## src/rtl/riscv_pkg.sv

```systemverilog
// Shared definitions for the front end: datapath width, the canonical NOP and
// the {pc, instr} entry that travels from fetch to decode.
package riscv_pkg;

    localparam int          XLEN             = 32;
    localparam logic [31:0] INSTR_NOP        = 32'h0000_0013;
    localparam logic [31:0] DEFAULT_RESET_PC = 32'h0000_0000;

    typedef struct packed {
        logic [XLEN-1:0] pc;
        logic [XLEN-1:0] instr;
    } fetch_entry_t;

endpackage

```

## src/rtl/fetch_fifo.sv

```systemverilog
// Two-entry skid FIFO between the instruction memory and decode.
// Entry 0 is always the head; flush wins over push and pop.
module fetch_fifo
    import riscv_pkg::*;
(
    input  logic         clk,
    input  logic         rst_n,
    input  logic         push,
    input  logic         pop,
    input  logic         flush,
    input  fetch_entry_t din,
    output fetch_entry_t head,
    output logic [1:0]   count
);

    fetch_entry_t e0, e1;
    logic         do_pop, do_push;

    assign do_pop  = pop & (count != 2'd0);
    assign do_push = push & ((count != 2'd2) | do_pop);
    assign head    = e0;

    always_ff @(posedge clk or negedge rst_n) begin
        if (!rst_n) begin
            e0    <= '0;
            e1    <= '0;
            count <= 2'd0;
        end else if (flush) begin
            count <= 2'd0;
        end else begin
            case ({do_push, do_pop})
                2'b11: begin
                    // Count stays put; the new word lands behind whatever remains.
                    if (count == 2'd2) begin
                        e0 <= e1;
                        e1 <= din;
                    end else begin
                        e0 <= din;
                    end
                end
                2'b10: begin
                    if (count == 2'd0) e0 <= din;
                    else               e1 <= din;
                    count <= count + 2'd1;
                end
                2'b01: begin
                    e0    <= e1;
                    count <= count - 2'd1;
                end
                default: ;
            endcase
        end
    end

endmodule

```

## src/rtl/fetch_unit.sv

```systemverilog
// Instruction fetch: owns the PC, issues reads to a 1-cycle instruction memory
// and hands {pc, instr} to decode over valid/ready, with redirect support.
module fetch_unit
    import riscv_pkg::*;
#(
    parameter logic [31:0] RESET_PC   = DEFAULT_RESET_PC,
    parameter int          IMEM_BYTES = 1024,
    parameter logic [31:0] NOP        = INSTR_NOP
) (
    input  logic        clk,
    input  logic        rst_n,
    output logic [31:0] imem_addr,
    output logic        imem_en,
    input  logic [31:0] imem_data,
    output logic        if_valid,
    input  logic        if_ready,
    output logic [31:0] if_pc,
    output logic [31:0] if_instr,
    input  logic        redirect_valid,
    input  logic [31:0] redirect_pc
);

    localparam logic [31:0] ADDR_MASK = 32'(IMEM_BYTES - 1) & ~32'd3;

    logic [XLEN-1:0] pc_q, inflight_pc;
    logic            inflight;
    logic [1:0]      count;
    logic [2:0]      occ_after_pop;
    logic            pop, issue, push;
    fetch_entry_t    head, din;

    assign pop  = if_valid & if_ready;
    // Credit check: words held plus the one still in memory must fit after this pop.
    assign occ_after_pop = {1'b0, count} + {2'b00, inflight} - {2'b00, pop};
    assign issue = ~redirect_valid & (occ_after_pop < 3'd2);
    assign push  = inflight & ~redirect_valid;

    assign imem_en   = issue & rst_n;
    assign imem_addr = pc_q & ADDR_MASK;

    assign din.pc    = inflight_pc;
    assign din.instr = imem_data;

    fetch_fifo u_fifo (
        .clk   (clk),
        .rst_n (rst_n),
        .push  (push),
        .pop   (pop & ~redirect_valid),
        .flush (redirect_valid),
        .din   (din),
        .head  (head),
        .count (count)
    );

    assign if_valid = (count != 2'd0);
    assign if_pc    = if_valid ? head.pc    : '0;
    assign if_instr = if_valid ? head.instr : NOP;

    always_ff @(posedge clk or negedge rst_n) begin
        if (!rst_n) begin
            pc_q        <= RESET_PC;
            inflight    <= 1'b0;
            inflight_pc <= '0;
        end else if (redirect_valid) begin
            // The response for any outstanding read is dropped with the flush.
            pc_q     <= redirect_pc & ~32'd3;
            inflight <= 1'b0;
        end else begin
            inflight <= issue;
            if (issue) begin
                pc_q        <= pc_q + 32'd4;
                inflight_pc <= pc_q;
            end
        end
    end

endmodule

```

## config.mk

```make
export PLATFORM = sky130hd
export DESIGN_NAME = fetch_unit
export DESIGN_NICKNAME = d
export VERILOG_FILES = /design/src/rtl/riscv_pkg.sv /design/src/rtl/fetch_fifo.sv /design/src/rtl/fetch_unit.sv
export SDC_FILE = /design/constraint.sdc
export NUM_CORES = 1
export LEC_CHECK = 0
export ABC_AREA = 0
export CELL_PAD_IN_SITES_DETAIL_PLACEMENT = 1
export CELL_PAD_IN_SITES_GLOBAL_PLACEMENT = 1
export CORE_ASPECT_RATIO = 1.1
export CORE_UTILIZATION = 45
export DETAILED_ROUTE_END_ITERATION = 10
export MAX_ROUTING_LAYER = met4
export PLACE_DENSITY_LB_ADDON = 0.1
export SKIP_LAST_GASP = 1
export SLEW_MARGIN = 20
export SYNTH_ARGS = -nofsm -noshare
export SYNTH_HDL_FRONTEND = slang
export SYNTH_SLANG_ARGS = --single-unit
```

## constraint.sdc

```tcl
create_clock -name clk -period 12.6 [get_ports clk]
set_input_delay 3.78 -clock clk [delete_from_list [all_inputs] [get_ports clk]]
set_output_delay 3.78 -clock clk [all_outputs]
set_load 0.02 [all_outputs]
```

==> out/qor.yml <==
status: "completed"
initial_utilization_pct: 46.0
crit_buf_inv: 2
timing.final.crit_period_ps: 10460
hold_buffers: 0
fillers: 2298
die_w_um: 143
drtAntennaViolNets: 0
total_power_mw: 2.66
core_area_um2: 21400
vdd_drop_max_mv: 0.104
fin_skew_ps: 9.46
finalCoreUtilization_pct: 55.4
layout_common_cells: "dfrtp_1, nand2_1, clkdlybuf4s50_1, mux2_2, and2_1"
cp_cell_sequence: "clkdlybuf4s50_1 > o21a_1 > ha_1 > nand2b_1 > fa_1 > xnor2_1 > nand2_1 > nor2_2 > and2_1 > clkdlybuf4s50_1"
vias: 7665
antenna_found_initial: 0
cap_violations: 0
synth.area.mux_share_pct: 10.9
grt_pass1_wl_mm: 40.9
final_common_cell: "dfrtp_1"
yosysWarnings: 0
start_kind: "primary input"
drc_errors: 0
die_h_um: 157
synthSimpleGateAreaFrac_pct: 14.1
cts_sinks: 188
ys_types: 41
grt.overflow.total: 0
finalSetupTns_ps: 0
rsz0062_at_grt: "false"
drv_slew: 0
required_ps: 8820
synth_edf_count: 0
holdCritPathClass: "reg2reg"
cts_inserted_buffers: 17
use_met3_pct: 3.59
boundaryPins: 166
regArea_um2: 4700
cts_resized: 0
grt_start_max_net_pins: 97
min_period_over_period_pct: 83.0
clk_path_buf_depth: 2
dp_hpwl_mm: 14.7
p_per_area_nw_per_um2: 225
hold_viol: 0
seq_area_frac_synth_pct: 47.8
layout.cells.non_filler: 1331
dieArea_um2: 22400
worstPathArrival_ps: 6680
port_buffers: 139
clock_latency_ps: 430
synth_top_family_by_area: "compound AO/OA/AOI/OAI gates"
wl_mm: 24.6
cts.clk_slew.worst_paths_ps: 70
cts_setup_buffers: 0
firstDrtPassIters: 6
final_area_um2: 11800
via_per_inst: 5.76
crit_path_end_kind: "output pin"
worst_path_max_delay_cell: "clkdlybuf4s50_1"
max_freq_mhz: 95.6
p_leak_nw: 5.23
multi_input_area_um2: 4670
htreeDepth: 4
avgSynthCellArea_um2: 10.4
synth_top_flop_cell: "dfrtp_1"
area_growth_pct: 20.4
placedCellCount: 1299
synth_xor_area_share_pct: 2.66
tightest_slew_ps: 992
gp_congestion: 0.736
relSlewSlack_pct: 33.8
fin_nets: 1102
synthAdderAreaFrac_pct: 0.840
grt_pass1_vias: 7803
rows: 56
setup_viol: 0
syn_area_um2: 9830
drive_gt1_share_pct: 14.0
placed_cell_area_um2: 11200
synth_compound_area_share_pct: 17.8
tritoncts: "done"
synth-seq-cells: 188
max_stage_delay_ps: 600
crit_path_frequent_cell: "clkdlybuf4s50_1"
netlist_instances: 947
grt_use_total_pct: 24.0
synthArstFlopShare_pct: 100
cpLargestDelayFamily: "buffers and inverters"
crit_type: "in2out"
top_usage_layer: "met2"
root_buffer: "clkbuf_16"
drt_iter0_drc: 429
grtUsageMet1_pct: 32.0
crit_fanout: 3
groute.layer.met2.usage_pct: 38.3
wl_per_cell_um: 18.5
## synth_stat cells, types with 3 or more instances
master | count | share of area, %
nand2_1 | 162 | 6.2
nand3_1 | 15 | 0.76
dfrtp_1 | 188 | 48
and2_1 | 64 | 4.1
clkbuf_1 | 59 | 2.3
or3_1 | 3 | 0.19
buf_1 | 6 | 0.23
buf_4 | 33 | 2.5
inv_1 | 5 | 0.19
mux2_2 | 88 | 10
a221oi_1 | 61 | 5.4
xor2_1 | 23 | 2.0
a31oi_1 | 3 | 0.19
nand4_1 | 13 | 0.83
mux2_1 | 5 | 0.57
ha_1 | 5 | 0.64
o21ai_1 | 6 | 0.31
a21o_1 | 62 | 4.7
buf_2 | 11 | 0.56
xnor2_1 | 5 | 0.45
a311oi_1 | 61 | 5.4
nand2b_1 | 4 | 0.25
o21ai_0 | 26 | 1.3
nor2_1 | 14 | 0.53
## final cells by class
class	instances	share of cell area [%]
flip-flops and latches	188	39.7
multi-input cells	665	39.5
repair buffers	149	12.4
clock buffers	18	3.71
well taps	290	3.07
clock inverters	13	1.41
inverters	7	0.222
diodes	1	0.0211
## per-layer routing
metal	share of wire, %	wire [µm]
met3	3.3	801
met2	49	12000
met5	0	0
met1	47	11500
met4	1.1	282
## cell families (layout without fill, tap and decap cells)
group,count (synthesis),in the layout
compound gates,224,224
xor+xnor,29,29
fa+ha+maj,6,6
buf+inv,117,187
flops,188,188
mux,95,95
other cells,1,25
simple gates,287,287
## registers in the layout, indices dropped and copies added, names as in the netlist
name / flops
u_fifo.head: 63
u_fifo.e1: 62
inflight_pc: 30
pc_q: 30
u_fifo.count: 2
inflight: 1
## power by group
group	internal [mW]	switching [mW]	leakage (nW)
sequential	0.850	0.189	2.36
clock	0.318	0.237	0.289
combinational	0.501	0.563	2.59
total	1.67	0.989	5.23
## path summary, 6_finish.rpt
| check | startpoint | endpoint | slack, ps | depth (start not counted) |
|---|---|---|---|---|
| max in group asynchronous | rst_n | pc_q[20] | 7310 | 3 |
| min in group asynchronous | rst_n | u_fifo.head[30] | 3380 | 1 |
| hold / removal | u_fifo.head[50] | u_fifo.head[50] | 470 | 1 |
| setup / recovery | if_ready | imem_en | 2140 | 10 |
| setup reg to reg | u_fifo.count[1] | u_fifo.e1[20] | 8550 | 8 |
| hold reg to reg | u_fifo.head[50] | u_fifo.head[50] | 470 | 1 |
## through the flow
stage / hold WS, ps / worst slack [ps]
2_1_floorplan: 441 / 3060
3_3_place_gp: 451 / 2200
3_5_place_dp: 458 / 2140
4_1_cts: 473 / 2120
5_1_grt: 484 / 2020
6_report: 467 / 2140
(Power assumes the default switching activity.)
